File: src/rtl/ext_pkg.sv
// Shared types for the ext_pipe immediate extender: ExtOp encoding, skid-buffer
// occupancy states and the jump-field helper.
package ext_pkg;

    typedef enum logic [2:0] {
        ZERO  = 3'b000,
        SIGN  = 3'b001,
        LUI   = 3'b010,
        SHAMT = 3'b011,
        LB    = 3'b100,
        LBU   = 3'b101,
        LH    = 3'b110,
        LHU   = 3'b111
    } ext_op_t;

    // Occupancy of the output/skid pair; the skid slot is only ever filled behind a held output.
    typedef enum logic [1:0] {
        BUF_EMPTY = 2'b00,
        BUF_ONE   = 2'b01,
        BUF_FULL  = 2'b10
    } buf_state_t;

    localparam int IMM28_W = 28;

    function automatic logic [IMM28_W-1:0] jump_field(input logic [25:0] imm26);
        return {imm26, 2'b00};
    endfunction

endpackage

File: src/rtl/ext_pipe_if.sv
// Upstream/downstream bundle for ext_pipe.
// Ext_Br exists only when EXT_BRANCH_OFF_EN is defined.
interface ext_pipe_if #(
    parameter int WIDTH  = 32,
    parameter int TAG_W  = 32,
    parameter int BSEL_W = $clog2(WIDTH/8)
);
    logic              flush;
    logic              in_valid;
    logic              in_ready;
    logic [15:0]       Imm16;
    logic [25:0]       Imm26;
    logic [2:0]        ExtOp;
    logic [WIDTH-1:0]  Din;
    logic [BSEL_W-1:0] ByteSel;
    logic [TAG_W-1:0]  TagIn;
    logic              out_valid;
    logic              out_ready;
    logic [WIDTH-1:0]  Ext_Imm;
    logic [27:0]       Ext_Imm28;
    logic [TAG_W-1:0]  TagOut;
`ifdef EXT_BRANCH_OFF_EN
    logic [WIDTH-1:0]  Ext_Br;
`endif

    modport master (
        output flush, in_valid, Imm16, Imm26, ExtOp, Din, ByteSel, TagIn, out_ready,
`ifdef EXT_BRANCH_OFF_EN
        input  Ext_Br,
`endif
        input  in_ready, out_valid, Ext_Imm, Ext_Imm28, TagOut
    );

    modport slave (
        input  flush, in_valid, Imm16, Imm26, ExtOp, Din, ByteSel, TagIn, out_ready,
`ifdef EXT_BRANCH_OFF_EN
        output Ext_Br,
`endif
        output in_ready, out_valid, Ext_Imm, Ext_Imm28, TagOut
    );

endinterface

File: src/rtl/ext_core.sv
// Purely combinational extender: immediate modes and little-endian load-lane extension.
module ext_core
    import ext_pkg::*;
#(
    parameter int WIDTH  = 32,
    parameter int BSEL_W = $clog2(WIDTH/8)
) (
    input  logic [2:0]        ext_op,
    input  logic [15:0]       imm16,
    input  logic [WIDTH-1:0]  din,
    input  logic [BSEL_W-1:0] byte_sel,
    output logic [WIDTH-1:0]  result
);

    logic [7:0]  byte_lane;
    logic [15:0] half_lane;

    // Half-word lanes drop the low select bit, so an odd offset picks the enclosing half.
    assign byte_lane = din[{byte_sel, 3'b000} +: 8];
    assign half_lane = din[{byte_sel[BSEL_W-1:1], 4'b0000} +: 16];

    always_comb begin
        result = '0;
        case (ext_op_t'(ext_op))
            ZERO:    result = WIDTH'(imm16);
            SIGN:    result = WIDTH'(signed'(imm16));
            LUI:     result = WIDTH'(signed'({imm16, 16'h0000}));
            SHAMT:   result = WIDTH'(imm16[10:6]);
            LB:      result = WIDTH'(signed'(byte_lane));
            LBU:     result = WIDTH'(byte_lane);
            LH:      result = WIDTH'(signed'(half_lane));
            LHU:     result = WIDTH'(half_lane);
            default: result = '0;
        endcase
    end

endmodule

File: src/rtl/ext_pipe.sv
// Pipelined immediate extender with a 2-entry skid buffer on the ID->EX boundary.
// Define EXT_BRANCH_OFF_EN to carry a branch offset (Ext_Br) with every entry.
module ext_pipe
    import ext_pkg::*;
#(
    parameter int WIDTH  = 32,
    parameter int TAG_W  = 32,
    parameter int BSEL_W = $clog2(WIDTH/8)
) (
    input  logic     clk,
    input  logic     reset,
    ext_pipe_if.slave bus
);

    typedef struct packed {
        logic [WIDTH-1:0]   ext_imm;
        logic [IMM28_W-1:0] ext_imm28;
        logic [TAG_W-1:0]   tag;
`ifdef EXT_BRANCH_OFF_EN
        logic [WIDTH-1:0]   ext_br;
`endif
    } entry_t;

    buf_state_t       state;
    buf_state_t       state_next;
    entry_t           oreg;
    entry_t           sreg;
    entry_t           in_entry;
    logic [WIDTH-1:0] ext_result;
    logic             in_ready_int;
    logic             accept;
    logic             load_oreg_in;
    logic             load_oreg_skid;
    logic             load_sreg;

    ext_core #(
        .WIDTH  (WIDTH),
        .BSEL_W (BSEL_W)
    ) u_core (
        .ext_op   (bus.ExtOp),
        .imm16    (bus.Imm16),
        .din      (bus.Din),
        .byte_sel (bus.ByteSel),
        .result   (ext_result)
    );

    always_comb begin
        in_entry           = '0;
        in_entry.ext_imm   = ext_result;
        in_entry.ext_imm28 = jump_field(bus.Imm26);
        in_entry.tag       = bus.TagIn;
`ifdef EXT_BRANCH_OFF_EN
        in_entry.ext_br    = WIDTH'(signed'(bus.Imm16)) << 2;
`endif
    end

    always_ff @(posedge clk) begin
        if (reset) state <= BUF_EMPTY;
        else       state <= state_next;
    end

    always_comb begin
        state_next = state;
        if (bus.flush) begin
            state_next = BUF_EMPTY;
        end else begin
            case (state)
                BUF_EMPTY: if (accept) state_next = BUF_ONE;
                BUF_ONE: begin
                    if (bus.out_ready) state_next = accept ? BUF_ONE : BUF_EMPTY;
                    else if (accept)   state_next = BUF_FULL;
                end
                BUF_FULL:  if (bus.out_ready) state_next = BUF_ONE;
                default:   state_next = BUF_EMPTY;
            endcase
        end
    end

    // in_ready depends only on registered occupancy and reset, never on out_ready.
    always_comb begin
        in_ready_int   = (state != BUF_FULL) && !reset;
        accept         = bus.in_valid && in_ready_int && !bus.flush;
        bus.in_ready   = in_ready_int;
        bus.out_valid  = (state != BUF_EMPTY);
        load_oreg_skid = (state == BUF_FULL) && bus.out_ready && !bus.flush;
        load_oreg_in   = accept && ((state == BUF_EMPTY) || bus.out_ready);
        load_sreg      = accept && (state == BUF_ONE) && !bus.out_ready;
    end

    always_ff @(posedge clk) begin
        if (reset) begin
            oreg <= '0;
            sreg <= '0;
        end else begin
            if (load_oreg_skid)    oreg <= sreg;
            else if (load_oreg_in) oreg <= in_entry;
            if (load_sreg)         sreg <= in_entry;
        end
    end

    assign bus.Ext_Imm   = oreg.ext_imm;
    assign bus.Ext_Imm28 = oreg.ext_imm28;
    assign bus.TagOut    = oreg.tag;
`ifdef EXT_BRANCH_OFF_EN
    assign bus.Ext_Br    = oreg.ext_br;
`endif

endmodule

File: src/flat_wrapper.sv
// flat-port wrapper written by rule: the top's interface ports become plain ports
module ext_pipe_flat import ext_pkg::*;
#(
    parameter int WIDTH  = 32,
    parameter int TAG_W  = 32,
    parameter int BSEL_W = $clog2(WIDTH/8)
)
  (clk, reset, bus_flush, bus_in_valid, bus_Imm16, bus_Imm26, bus_ExtOp, bus_Din, bus_ByteSel, bus_TagIn, bus_out_ready, bus_in_ready, bus_out_valid, bus_Ext_Imm, bus_Ext_Imm28, bus_TagOut);
  ext_pipe_if #(.WIDTH(WIDTH), .TAG_W(TAG_W), .BSEL_W(BSEL_W)) bus_i ();
  input  logic clk;
  input  logic reset;
  input wire logic [$bits(bus_i.flush)-1:0] bus_flush;
  input wire logic [$bits(bus_i.in_valid)-1:0] bus_in_valid;
  input wire logic [$bits(bus_i.Imm16)-1:0] bus_Imm16;
  input wire logic [$bits(bus_i.Imm26)-1:0] bus_Imm26;
  input wire logic [$bits(bus_i.ExtOp)-1:0] bus_ExtOp;
  input wire logic [$bits(bus_i.Din)-1:0] bus_Din;
  input wire logic [$bits(bus_i.ByteSel)-1:0] bus_ByteSel;
  input wire logic [$bits(bus_i.TagIn)-1:0] bus_TagIn;
  input wire logic [$bits(bus_i.out_ready)-1:0] bus_out_ready;
  output wire logic [$bits(bus_i.in_ready)-1:0] bus_in_ready;
  output wire logic [$bits(bus_i.out_valid)-1:0] bus_out_valid;
  output wire logic [$bits(bus_i.Ext_Imm)-1:0] bus_Ext_Imm;
  output wire logic [$bits(bus_i.Ext_Imm28)-1:0] bus_Ext_Imm28;
  output wire logic [$bits(bus_i.TagOut)-1:0] bus_TagOut;
  assign bus_i.flush = bus_flush;
  assign bus_i.in_valid = bus_in_valid;
  assign bus_i.Imm16 = bus_Imm16;
  assign bus_i.Imm26 = bus_Imm26;
  assign bus_i.ExtOp = bus_ExtOp;
  assign bus_i.Din = bus_Din;
  assign bus_i.ByteSel = bus_ByteSel;
  assign bus_i.TagIn = bus_TagIn;
  assign bus_i.out_ready = bus_out_ready;
  assign bus_in_ready = bus_i.in_ready;
  assign bus_out_valid = bus_i.out_valid;
  assign bus_Ext_Imm = bus_i.Ext_Imm;
  assign bus_Ext_Imm28 = bus_i.Ext_Imm28;
  assign bus_TagOut = bus_i.TagOut;
  ext_pipe #(.WIDTH(WIDTH), .TAG_W(TAG_W), .BSEL_W(BSEL_W)) u_core (.clk(clk), .reset(reset), .bus(bus_i));
endmodule
File: config.mk
export PLATFORM = sky130hd
export DESIGN_NAME = ext_pipe_flat
export DESIGN_NICKNAME = d
export VERILOG_FILES = /design/src/rtl/ext_pkg.sv /design/src/rtl/ext_pipe_if.sv /design/src/rtl/ext_core.sv /design/src/rtl/ext_pipe.sv /design/src/flat_wrapper.sv
export SDC_FILE = /design/constraint.sdc
export NUM_CORES = 1
export LEC_CHECK = 0
export ABC_AREA = 1
export BUFFER_PORTS_ARGS = -buffer_cell sky130_fd_sc_hd__buf_4
export CAP_MARGIN = 25
export CELL_PAD_IN_SITES_DETAIL_PLACEMENT = 0
export CELL_PAD_IN_SITES_GLOBAL_PLACEMENT = 1
export CORE_ASPECT_RATIO = 0.9
export CORE_MARGIN = 2
export CORE_UTILIZATION = 38
export CTS_CLUSTER_SIZE = 8
export DETAILED_ROUTE_END_ITERATION = 8
export GPL_ROUTABILITY_DRIVEN = 0
export HOLD_SLACK_MARGIN = 0.02
export PLACE_DENSITY_LB_ADDON = 0.25
export SYNTH_ARGS = -nofsm -noshare
export SYNTH_HDL_FRONTEND = slang
export SYNTH_HIERARCHICAL = 1
export SYNTH_SLANG_ARGS = --single-unit
File: constraint.sdc
create_clock -name clk -period 1.7 [get_ports clk]
set_input_delay 0.34 -clock clk [delete_from_list [all_inputs] [get_ports clk]]
set_output_delay 0.34 -clock clk [all_outputs]
set_load 0.005 [all_outputs]
### Word level (Yosys, flattened, before mapping)

Cells that the tools add are included.

| cells by class | value |
|---|---|
| eq/ne operators | 13 |
| reductions and logical operators | 18 |
| mux-type cells | 9 |
| shift operators | 2 |

Operators by type and width:

| kind | number |
|---|---|
| $pmux 32 s8 | 1 |
| $mux 92 | 2 |
| $shiftx 32x6->16 | 1 |
| $shiftx 32x6->8 | 1 |
| $eq 3x3->1 const B | 4 |
| $logic_and 1x1->1 | 8 |
| $mux 2 | 4 |
| $eq 3x2->1 const B | 2 |
| $pmux 2 s3 | 1 |
| $ne 2x2->1 const B | 2 |
| $reduce_bool 2->1 | 2 |
| $eq 3x1->1 const B | 1 |
| $logic_not 1->1 | 3 |
| $logic_not 3->1 | 1 |
| $ne 3x2->1 const B | 1 |
| $reduce_and 3->1 | 1 |
| $eq 2x1->1 const B | 1 |
| $eq 2x2->1 const B | 1 |
| $logic_not 2->1 | 1 |
| $ne 2x1->1 const B | 1 |
| $reduce_or 2->1 | 1 |
| $logic_or 1x1->1 | 1 |
| $mux 1 | 1 |

| word-level totals | value |
|---|---|
| output and inout port bits | 94 |
| input port bits | 116 |
| logic and storage cells | 49 |
| register bits | 184 |

### Longest topological paths before layout

Gate-level depths: netlist of run 1.

| logic depth | value |
|---|---|
| depth after elaboration | 7 |
| mapped depth | 13 |
| depth with buffers taken out | 11 |

### Hierarchy

Netlist of run 1, hierarchy kept.

By module, submodules not included:

| module | cells an instance | seq. area each (um2) | area each (um2) | times used |
|---|---|---|---|---|
| ext_pipe | 1310 | 3643.5 | 8456.9 | 1 |
| ext_core | 190 | 0.0 | 949.7 | 1 |

### Worst setup path after synthesis of run 1

OpenSTA, ideal clock, no wires.

| timing | value |
|---|---|
| path type | in2reg |
| start point | input bus_ByteSel[1] |
| end point | register u_core.oreg (netlist bit u_core/bus.Ext_Imm[16]) |
| buffers on the path | 2 |
| arrival | 1.353 ns |
| setup slack | 0.234 ns |
| stages on the path | 11 |
| cells stage by stage | buf_6 or2_1 nand3b_2 nand2_2 nand2_4 buf_6 nand3b_1 nand2_1 nand2_1 nor2_1 nor2_1 |

| on the way | value |
|---|---|
| word-level cells in the longest chain between the ends | 4 |
| elaborated cells between the ends (all ways) | 5 |
| classes of those cells | shift (2); mux (3) |

Ends and longest elaborated chain:

| element | RTL line | RTL |
|---|---|---|
| from (decl) | flat_wrapper.sv:18 | `input wire logic [$bits(bus_i.ByteSel)-1:0] bus_ByteSel;` |
| $shiftx 32x6->16 / $shiftx 32x6->8 (equally long branches) | ext_core.sv:20, ext_core.sv:19 |  |
| $pmux 32 s8 (*) | ext_core.sv:24 | `case (ext_op_t'(ext_op))` |
| via u_core.ext_result[16] | ext_pipe.sv:29 | `logic [WIDTH-1:0] ext_result;` |
| $mux 92 (*) | ext_pipe.sv:96 | `else if (load_oreg_in) oreg <= in_entry;` |
| $mux 92 (*) | ext_pipe.sv:95 | `if (load_oreg_skid) oreg <= sreg;` |
| to (signal assigned) | ext_pipe.sv:95 |  |
| to (signal assigned) | ext_pipe.sv:96 |  |
| to (decl) | ext_pipe.sv:26 | `entry_t oreg;` |

The timed path passes the listed nets; every way through them passes the cells marked *. The select of a mux whose other input is x is not followed.
A chain may end at the register's enable or synchronous reset.

### Final worst setup path of run 1

| timing | value |
|---|---|
| start point | register u_core.state[0] |
| end point | output bus_out_valid |

| on the way | value |
|---|---|
| word-level cells in the longest chain between the ends | 1 |

Ends and longest elaborated chain:

| element | RTL line | RTL |
|---|---|---|
| from (decl) | ext_pipe.sv:24 | `buf_state_t state;` |
| from (signal assigned) | ext_pipe.sv:59 | `else state <= state_next;` |
| $reduce_bool 2->1 | ext_pipe.sv:84 | `bus.out_valid = (state != BUF_EMPTY);` |
| to (decl) | flat_wrapper.sv:22 | `output wire logic [$bits(bus_i.out_valid)-1:0] bus_out_valid;` |

No other way between the ends.

==> results.toml, run 1 <==
[run_status]
status = "finished clean"

[layout]
antennaDiodeCount = 0
area_delta_synth_final_pct = 26.9
design_area_um2 = 11900
final_nets = 1768
share_of_layout_cells_above_drive_strength_1_pct = 18.3

[die]
placement_rows = 54
floorplan.die_area_um2 = 26000
design.core.area_um2 = 24300
die_w_um = 170
pin_count = 210
chipHeight_um = 153
start_util_pct = 38.8

[detailed_routing]
drt_first_iter_violations = 699
detailedRoute.firstPassIterationCount = 5
vias = 9773
totalWireLength_um = 30000
viasPerCell = 4.95
drt-wirelength-per-cell_um = 15.2
final_antenna_net_count = 0
remaining_routing_drc_violations = 0

[synth]
syn_area_um2 = 9410
synthDistinctLibCells = 34
synth.avg_cell_area_um2 = 6.27
syn-instance-count = 1500
ys.warnings.count = 6
synth_seq_area_share_pct = 38.7
ys_seq_elements = 182
yosys-top-cells-area = "sky130_fd_sc_hd__dfxtp_1 (39%), sky130_fd_sc_hd__nor2_1 (15%), sky130_fd_sc_hd__nand2_1 (14%), sky130_fd_sc_hd__nand4_1 (6.0%), sky130_fd_sc_hd__nand3_1 (5.9%)"
synth_largest_type_area_fraction_pct = 38.7
most_area_hungry_cell_type_in_the_yosys_netlist = "sky130_fd_sc_hd__dfxtp_1"

[grt]
grt_first_pass_wirelength_um = 49100
grt_antenna_before_repair = 0
grt_max_degree = 77
grt_pass1_vias = 9263
global_route.usage.total_pct = 23.3
globalRouteOverflowTotal = 0

[power]
sequential_cell_fraction_of_total_power_pct = 45.8
clock_network_fraction_of_design_power_pct = 40.2
power_switching_uw = 2740
leakage_uw = 0.00634
max-vdd-ir-drop_uv = 427
p_per_cell_area_nw_per_um2 = 815
cellInternalPower_uw = 6980
combinationalPowerShare_pct = 14.0
sw_frac_of_total_pct = 28.2

[sta]
layout_setup_ws_ns = 0.0797
worst_pin_slew_ns = 0.580
fmaxAchievable_mhz = 617
rsz0062_at_grt = "false"
finalHoldViolations = 0
worst_slew_margin_rel_pct = 61.4
final_max_slew_viol_count = 0
fin_skew_ns = 0.00907
timing.setup.tns_ns = 0
period_minus_slack_ns = 1.62
worst_hold_slack_ns = 0.130
setup_viol = 0
final_min_period_over_clock_period_pct = 95.3

[setup_path]
worstPathCellList = "inv_1 > nand2_1 > buf_4"
start_kind = "flop"
reg2reg_setup_slack_ns = 0.18
slowest_delay_ns = 0.43
crit_type = "flop to output port"
critical_path.slowest_cell = "sky130_fd_sc_hd__dfxtp_1"
nature_of_the_critical_path_endpoint = "output port"
crit_fanout = 4
worst_ep_arrival_time_ns = 1.28
worst-endpoint-required_ns = 1.36

[place]
post-dp-hpwl_um = 18900
post_dp_cell_area_um2 = 11300
pre_cts_slack_ns = -0.0218
buffer_ports.inserted = 207

[cts]
cts.clk_slew.worst_paths_ns = 0.08
clkSinkCount = 182
cts_hold_buf = 0
cts.path.max_buffers = 2
cts_tree = "done"
clock_tree.root_cell = "sky130_fd_sc_hd__clkbuf_16"
max_h_tree_level = 4
cts_buffers = 17
worst_skew_pair.late_latency_ns = 0.44

[hold_path]
hold_path.class = "input port to flop"

[job]
maxCapViolations = 0
==> synthesized netlist by cell type <==
cell type	n
sky130_fd_sc_hd__nor2_1	370
sky130_fd_sc_hd__nand2_1	345
sky130_fd_sc_hd__dfxtp_1	182
sky130_fd_sc_hd__inv_1	125
sky130_fd_sc_hd__nand3_1	110
sky130_fd_sc_hd__o21ai_0	94
sky130_fd_sc_hd__nand4_1	90
sky130_fd_sc_hd__buf_2	41
sky130_fd_sc_hd__clkbuf_1	38
sky130_fd_sc_hd__o21ai_1	17
sky130_fd_sc_hd__nand3b_1	16
sky130_fd_sc_hd__buf_4	13
sky130_fd_sc_hd__clkbuf_2	10
sky130_fd_sc_hd__buf_1	9
sky130_fd_sc_hd__a21oi_1	7
sky130_fd_sc_hd__inv_2	4
sky130_fd_sc_hd__buf_6	3
sky130_fd_sc_hd__nand2_2	3
sky130_fd_sc_hd__nor2_2	3
sky130_fd_sc_hd__or2_2	3
sky130_fd_sc_hd__nand3_2	2
sky130_fd_sc_hd__nor2_4	2
sky130_fd_sc_hd__o211ai_1	2
sky130_fd_sc_hd__a21boi_0	1
sky130_fd_sc_hd__clkinv_1	1
sky130_fd_sc_hd__clkinv_2	1
sky130_fd_sc_hd__conb_1	1
sky130_fd_sc_hd__nand2_4	1
sky130_fd_sc_hd__nand3_4	1
sky130_fd_sc_hd__nand3b_2	1
sky130_fd_sc_hd__nand4_2	1
sky130_fd_sc_hd__o221ai_1	1
sky130_fd_sc_hd__o22ai_1	1
sky130_fd_sc_hd__or2_1	1
==> worst max-delay path, delay by kind of cell, from the launching register on <==
| family | cells | cell delay, ns |
|---|---|---|
| and+or+nand+nor | 1 | 0.15 |
| buffers and inverters | 2 | 0.27 |
| DFF | 1 | 0.43 |
==> what timing repair did <==
item                       4_1_cts  5_1_grt
pin swaps                        1        0
hold endpoints to repair         0        0
cloned                           1        0
gates resized for setup          2        2
setup endpoints to repair        1        1
setup buffers                    2        0
==> state kept, by name (all words and copies together) (netlist names) <==
register	count
u_core/sreg	90
u_core/bus.Ext_Imm	32
u_core/bus.TagOut	32
u_core/state	2
u_core/bus.Ext_Imm28	26
==> through the flow <==
| stage | std cells | total power, uW | util (%) |
|---|---|---|---|
| 2_1_floorplan | 1501 | 5230 | - |
| 3_3_place_gp | 1938 | 5910 | 46.6 |
| 3_5_place_dp | 1938 | 5910 | 46.6 |
| 4_1_cts | 1973 | 9810 | 49.2 |
| 5_1_grt | 1973 | 10100 | 49.2 |
| 6_report | 1973 | 9720 | 49.2 |
==> area by class of cell <==
type                            count  area (um2)
Fill cell                        2550       12300
Multi-Input combinational cell   1074        4740
Sequential cell                   182        3650
Timing Repair Buffer              246        2100
Inverter                          131         499
Clock buffer                       18         439
Tap cell                          308         385
Clock inverter                     14         128
==> cell families (layout without fill, tap and decap cells) <==
kind of cell,after synthesis,after routing,share of synthesized area (%)
compound gates,123,123,6.68
buf+inv,245,409,11.2
other cells,1,2,0.0399
flops,182,182,38.7
simple gates,949,949,43.3
==> power groups by stage <==
| stage | clock network (uW) | registers (uW) | logic (uW) |
|---|---|---|---|
| after global placement | 0 | 4550 | 1360 |
| after detailed placement | 0 | 4550 | 1360 |
| final | 3910 | 4450 | 1360 |
| after global routing | 4150 | 4460 | 1530 |
| after floorplan | 0 | 4550 | 683 |
| after CTS | 3990 | 4450 | 1370 |
==> placed cells by master, fill, tap and decap left out, types with 7 or more instances in the layout <==
cell,instances
sky130_fd_sc_hd__nor2_1,369
sky130_fd_sc_hd__nand2_1,344
sky130_fd_sc_hd__buf_4,227
sky130_fd_sc_hd__dfxtp_1,181
sky130_fd_sc_hd__inv_1,124
sky130_fd_sc_hd__nand3_1,110
sky130_fd_sc_hd__o21ai_0,94
sky130_fd_sc_hd__nand4_1,90
sky130_fd_sc_hd__buf_12,18
sky130_fd_sc_hd__clkbuf_16,17
sky130_fd_sc_hd__o21ai_1,17
sky130_fd_sc_hd__nand3b_1,16
sky130_fd_sc_hd__inv_6,8
sky130_fd_sc_hd__a21oi_1,7
==> per-layer routing <==
layer	track usage (%)	share of wire (%)	wire, um	vias up
li1	-	-	-	5051
met1	32.7	47	14200	4403
met2	37.0	45	13500	279
met3	3.29	5.2	1570	40
met4	7.61	2.3	691	0
met5	0	0	0	-
==> worst paths after layout <==
path,start,end,cells after the start
hold reg to reg,u_core/sreg[89],u_core/sreg[89],2
hold / removal,bus_Imm26[20],u_core/sreg[54],3
setup / recovery,u_core/state[0],bus_out_valid,3
setup reg to reg,u_core/state[0],u_core/bus.Ext_Imm28[25],7
Power figures use the tool's default switching activity.
==> inputs of run 2 (changes only) <==
--- a/config.mk
+++ b/config.mk
@@ -5,14 +5,13 @@
 export SDC_FILE = /design/constraint.sdc
 export NUM_CORES = 1
 export LEC_CHECK = 0
-export ABC_AREA = 1
 export BUFFER_PORTS_ARGS = -buffer_cell sky130_fd_sc_hd__buf_4
 export CAP_MARGIN = 25
 export CELL_PAD_IN_SITES_DETAIL_PLACEMENT = 0
 export CELL_PAD_IN_SITES_GLOBAL_PLACEMENT = 1
 export CORE_ASPECT_RATIO = 0.9
-export CORE_MARGIN = 2
-export CORE_UTILIZATION = 38
+export CORE_MARGIN = 5
+export CORE_UTILIZATION = 39
 export CTS_CLUSTER_SIZE = 8
 export DETAILED_ROUTE_END_ITERATION = 8
 export GPL_ROUTABILITY_DRIVEN = 0
@@ -20,5 +19,4 @@
 export PLACE_DENSITY_LB_ADDON = 0.25
 export SYNTH_ARGS = -nofsm -noshare
 export SYNTH_HDL_FRONTEND = slang
-export SYNTH_HIERARCHICAL = 1
 export SYNTH_SLANG_ARGS = --single-unit
==> results.toml, run 2 <==
[run_status]
status = "finished clean"

[setup_path]
start_kind = "flop"
nature_of_the_critical_path_endpoint = "output port"
startpoint = "u_core.state[1]"
worst-endpoint-required_ns = 1.36
reg2regPathDepth = 5
regToRegStartpoint = "u_core.state[1]"
crit_fanout = 7
reg2reg_setup_slack_ns = 0.10
crit_type = "flop to output port"
worst_ep_arrival_time_ns = 1.28

[sta]
worst_hold_slack_ns = 0.0933
rsz0062_at_grt = "false"
fin_skew_ns = 0.00725
final_max_slew_viol_count = 0
setup_viol = 0
layout_setup_ws_ns = 0.0797
period_minus_slack_ns = 1.62
final_min_period_over_clock_period_pct = 95.3
finalHoldViolations = 0
fmaxAchievable_mhz = 617
timing.setup.tns_ns = 0

[layout]
layout_commonest_cell = "sky130_fd_sc_hd__buf_4"
share_of_layout_cells_above_drive_strength_1_pct = 28.7
largest_register_ff_count = 90
fillers = 1933
area_delta_synth_final_pct = 32.0
max_flop_register = "u_core.sreg"
antennaDiodeCount = 0
final_cell_mix = "sky130_fd_sc_hd__buf_4 (241), sky130_fd_sc_hd__dfxtp_1 (180), sky130_fd_sc_hd__nand2_1 (174), sky130_fd_sc_hd__a21oi_1 (128), sky130_fd_sc_hd__nand3_1 (78)"
multi_input_area_um2 = 3870
final_nets = 1237
seqCellArea_um2 = 3650
design_area_um2 = 10500

[detailed_routing]
routedLengthMet1_um = 11600
vias = 7592
detailroute.wirelength.met2_um = 10900
routed.top_layer = "met5"
drt-wirelength-per-cell_um = 17.5
detailedRoute.firstPassIterationCount = 5
totalWireLength_um = 24400
final_antenna_net_count = 0
drt_first_iter_violations = 532
viasPerCell = 5.47
remaining_routing_drc_violations = 0
met3_length_um = 1680

[power]
sw_frac_of_total_pct = 26.1
clock_network_fraction_of_design_power_pct = 41.9
p_total_uw = 9310
leakage_uw = 0.00392
cellInternalPower_uw = 6890
sequential_cell_fraction_of_total_power_pct = 47.2
combinationalPowerShare_pct = 10.9
max-vdd-ir-drop_uv = 634
p_per_cell_area_nw_per_um2 = 884
power_switching_uw = 2430

[synth]
postSynth.asyncResetShare_pct = 0
ys_seq_elements = 182
most_common_cell_in_the_netlist = "sky130_fd_sc_hd__dfxtp_1"
yosys-top-cells-area = "sky130_fd_sc_hd__dfxtp_1 (46%), sky130_fd_sc_hd__nand2_1 (8.2%), sky130_fd_sc_hd__a21oi_1 (8.0%), sky130_fd_sc_hd__a22oi_1 (5.4%), sky130_fd_sc_hd__nand3_1 (4.9%)"
syn_area_um2 = 7980
synthTopCellsByCount = "sky130_fd_sc_hd__dfxtp_1 (182), sky130_fd_sc_hd__nand2_1 (174), sky130_fd_sc_hd__a21oi_1 (128), sky130_fd_sc_hd__nand3_1 (78), sky130_fd_sc_hd__a22oi_1 (57)"
most_area_hungry_cell_type_in_the_yosys_netlist = "sky130_fd_sc_hd__dfxtp_1"
synthDistinctLibCells = 49
ys.warnings.count = 0
synth-edff-count = 0
yosys_most_used_dff = "sky130_fd_sc_hd__dfxtp_1"
synth_seq_area_share_pct = 45.7
synth.avg_cell_area_um2 = 8.48
syn-instance-count = 941
synth_largest_type_area_fraction_pct = 45.7

[grt]
globalRouteOverflowTotal = 0
grt_first_pass_wirelength_um = 38600
grt_antenna_before_repair = 1
global_route.usage.total_pct = 20.0
grt_max_degree = 101
grt_pass1_vias = 7167

[die]
placement_rows = 49
pin_count = 210
start_util_pct = 39.8
chipHeight_um = 146
die_w_um = 161
design.core.area_um2 = 20000
floorplan.die_area_um2 = 23400

[cts]
cts.clk_slew.worst_paths_ns = 0.07
clkSinkCount = 182
clock_tree.root_cell = "sky130_fd_sc_hd__clkbuf_16"
worst_skew_pair.late_latency_ns = 0.43
cts_hold_buf = 0
cts_tree = "done"
cts.path.max_buffers = 2
max_h_tree_level = 4
post_cts.repair.setup_buffers = 0
cts_buffers = 17

[hold_path]
hold_path.class = "input port to flop"
min_path_cells = 2
hold_start = "bus_flush"

[place]
buffer_ports.inserted = 207
post_dp_cell_area_um2 = 9930
post-dp-hpwl_um = 16100
pre_cts_slack_ns = -0.0252

[job]
maxCapViolations = 0
run 2: cell count changes in the layout (fill, tap and decap cells not counted), sizes merged, moves of 18 or more:
| cell | before | now |
|---|---|---|
| mux2i | 0 | 23 |
| nor2 | 375 | 45 |
| nand3 | 113 | 78 |
| nand4 | 91 | 0 |
| a22oi | 0 | 57 |
| o22ai | 1 | 19 |
| o21ai | 111 | 2 |
| a21oi | 7 | 128 |
| nand2 | 349 | 174 |
| inv | 139 | 11 |
run 2: routing by layer:
layer,track usage (%),vias up
met1,28.6,3589
li1,-,3754
met3,5.21,18
met2,30.6,229
met5,0,-
met4,4.09,2
run 2: stage by stage:
step / utilization, % / cells
detailed placement: 49.6 / 1357
floorplan: - / 942
finish: 52.5 / 1389
CTS: 52.5 / 1389
global route: 52.5 / 1389
global placement: 49.6 / 1357
run 2: repair_timing:
| item | CTS | global route |
|---|---|---|
| endpoints found under the setup margin | 3 | 12 |
| pin swaps | 0 | 0 |
| resized for setup | 2 | 3 |
run 2: worst paths after layout:
check / end
worst min-delay path: u_core.state[1]
worst max register to register: u_core.sreg[76]
worst max-delay path: bus_in_ready
worst min register to register: u_core.sreg[15]
run 2: cell type report:
type,instances,area share (%)
multi-input cells,660,36.7
flip-flops and latches,182,34.6
repair buffers,256,19.9
clock buffers,19,4.30
well taps,255,3.03
clock inverters,13,1.25
inverters,4,0.143
run 2: cells by family after synthesis:
| kind of cell | Yosys count | synth area share (%) |
|---|---|---|
| AND/OR/NAND/NOR | 332 | 18.4 |
| AO/OA/AOI/OAI | 302 | 26.4 |
| buffers and inverters | 100 | 6.46 |
| multiplexers | 24 | 3.03 |
| flip-flops | 182 | 45.7 |
| other | 1 | 0.0470 |
run 2: power by group through the flow:
stage          registers [uW]  clock network, uW  logic, uW
6_report                 4400               3900       1020
5_1_grt                  4410               4140       1110
4_1_cts                  4400               3970       1020
3_5_place_dp             4500                  0       1020
3_3_place_gp             4500                  0       1010
2_1_floorplan            4490                  0        471
run 2: critical path, cell delays in order (launching register included):
cell	delay (ns)
sky130_fd_sc_hd__dfxtp_2	0.44
sky130_fd_sc_hd__nor2b_2	0.20
sky130_fd_sc_hd__nor2_1	0.05
sky130_fd_sc_hd__buf_4	0.15
==> inputs of run 3 (changes only) <==
--- a/config.mk
+++ b/config.mk
@@ -11,7 +11,8 @@
 export CELL_PAD_IN_SITES_GLOBAL_PLACEMENT = 1
 export CORE_ASPECT_RATIO = 0.9
 export CORE_MARGIN = 5
-export CORE_UTILIZATION = 39
+export CORE_UTILIZATION = 40
+export CTS_BUF_LIST = sky130_fd_sc_hd__clkbuf_4
 export CTS_CLUSTER_SIZE = 8
 export DETAILED_ROUTE_END_ITERATION = 8
 export GPL_ROUTABILITY_DRIVEN = 0
==> results.toml, run 3 (same netlist as run 2, synthesis figures left out) <==
[detailed_routing]
remaining_routing_drc_violations = 0
final_antenna_net_count = 0
detailedRoute.firstPassIterationCount = 5
vias = 8165
drt_first_iter_violations = 544
viasPerCell = 5.51
totalWireLength_um = 27600
drt-wirelength-per-cell_um = 18.6

[die]
placement_rows = 49
floorplan.die_area_um2 = 22900
die_w_um = 159
pin_count = 210
start_util_pct = 40.3
design.core.area_um2 = 19800
chipHeight_um = 144

[grt]
grt_pass1_vias = 7382
grt_max_degree = 95
globalRouteOverflowTotal = 0
grt_antenna_before_repair = 1
global_route.usage.total_pct = 20.5
grt_first_pass_wirelength_um = 39100

[place]
buffer_ports.inserted = 207
post-dp-hpwl_um = 15800
dp_cells = 1357

[sta]
layout_setup_ws_ns = -0.0681
period_minus_slack_ns = 1.77
worst_pin_slew_ns = 0.610
final_max_slew_viol_count = 0
fin_skew_ns = 0.0259
final_min_period_over_clock_period_pct = 104
worst_slew_margin_rel_pct = 59.3
fmaxAchievable_mhz = 566
setup_viol = 7
rsz0062_at_grt = "true"
finalHoldViolations = 0

[layout]
final_cell_mix = "sky130_fd_sc_hd__buf_4 (245), sky130_fd_sc_hd__dfxtp_1 (180), sky130_fd_sc_hd__nand2_1 (157), sky130_fd_sc_hd__a21oi_1 (126), sky130_fd_sc_hd__nand3_1 (78)"
final_nets = 1330
share_of_layout_cells_above_drive_strength_1_pct = 31.4
layout_commonest_cell = "sky130_fd_sc_hd__buf_4"
largest_register_ff_count = 90
max_flop_register = "u_core.sreg"
postLayoutCoreUtil_pct = 58.1
area_delta_synth_final_pct = 44.2
fillers = 1772
layout.cells.non_filler = 1483

[setup_path]
worst_ep_arrival_time_ns = 2.24
crit_type = "flop to flop"
crit_fanout = 5
start_kind = "flop"
nature_of_the_critical_path_endpoint = "flop"
worstPathCellList = "buf_6 > buf_4 > nor2b_4 > and4b_4 > buf_12 > buf_12 > clkbuf_16 > nor2_1 > a311oi_2"
critical_path.slowest_cell = "sky130_fd_sc_hd__dfxtp_4"
slowest_delay_ns = 0.38
path_common_cell = "sky130_fd_sc_hd__buf_12"
worst-endpoint-required_ns = 2.17

[power]
max-vdd-ir-drop_uv = 551
p_per_cell_area_nw_per_um2 = 703
leakage_uw = 0.00433

[cts]
worst_skew_pair.late_latency_ns = 0.57
cts.path.max_buffers = 2
clock_tree.root_cell = "sky130_fd_sc_hd__clkbuf_4"
cts_buffers = 17
clkSinkCount = 182
cts.clk_slew.worst_paths_ns = 0.18
max_h_tree_level = 4
cts_tree = "done"

[hold_path]
hold_path.class = "input port to flop"

[job]
maxCapViolations = 0

[run_status]
violated_checks = "setup timing"
status = "finished, violations left"
[run 3: changes by cell type in the layout (fill, tap and decap cells not counted), moves of 3 or more]
cell,previous run,this run
sky130_fd_sc_hd__dlygate4sd3_1,0,61
sky130_fd_sc_hd__clkbuf_4,0,17
sky130_fd_sc_hd__nand2_1,174,157
sky130_fd_sc_hd__nand2_2,0,17
sky130_fd_sc_hd__buf_6,1,11
sky130_fd_sc_hd__clkbuf_16,17,10
sky130_fd_sc_hd__a211oi_1,15,10
sky130_fd_sc_hd__a211oi_2,0,5
sky130_fd_sc_hd__buf_4,241,245
sky130_fd_sc_hd__buf_8,0,4
sky130_fd_sc_hd__buf_12,14,17
sky130_fd_sc_hd__inv_6,2,5
sky130_fd_sc_hd__inv_8,5,2
[run 3: stage by stage]
step | total power [uW] | setup WS, ns | TNS (ns) | area (um2) | hold WS (ns)
finish | 8080 | -0.0681 | -0.183 | 11500 | 0.0917
floorplan | 4960 | 0.107 | 0 | 7980 | 0.417
global route | 8420 | -0.126 | -2.78 | 11500 | 0.0381
CTS | 8070 | -0.0973 | -0.0973 | 10900 | 0.0471
detailed placement | 5500 | -0.0331 | -0.400 | 9920 | 0.446
global placement | 5490 | -0.0478 | -0.364 | 9920 | 0.441
[run 3: where the power goes]
part           internal [uW]  switching [uW]
Sequential              4350            54.5
Combinational            626             556
Clock                    787            1710
[run 3: what timing repair did]
action / CTS / global route
pin swaps: 1 / 18
resized for setup: 11 / 46
endpoints found under the hold margin: 77 / 1
setup endpoints to repair: 2 / 77
hold buffers: 60 / 1
buffers inserted: 2 / 13
gates cloned: 0 / 17
[run 3: area by class of cell]
cell class                      count  area [um2]  area share (%)
Sequential cell                   182        3650            31.7
Timing Repair Buffer              349        3250            28.3
Tap cell                          255         319            2.77
Multi-Input combinational cell    660        3980            34.6
Clock buffer                       17         128            1.11
Inverter                            4        15.0           0.131
Clock inverter                     15         161            1.40
Antenna cell                        1        2.50          0.0218
[run 3: worst paths after layout]
path                            slack (ns)         endpoint  depth (start not counted)             from
worst max-delay path                 -0.07  u_core.sreg[85]                          9  u_core.state[1]
worst min-delay path                  0.09  u_core.sreg[76]                          3     bus_Imm16[0]
worst max register to register       -0.07  u_core.sreg[85]                          9  u_core.state[1]
worst min register to register        0.47  u_core.sreg[16]                          2  u_core.sreg[16]
[run 3: worst max-delay path: cells and delay by family (launching register included)]
kind,cells,cell delay (ns)
buf+inv,5,0.62
simple gates,3,0.47
flops,1,0.38
compound gates,1,0.21
[run 3: per-layer routing]
metal	wire length, um	global-route usage (%)	up-vias
met5	0	0	-
met4	295	3.82	0
met3	1980	4.87	19
met2	12500	32.7	288
met1	12800	28.9	3915
li1	-	-	3943
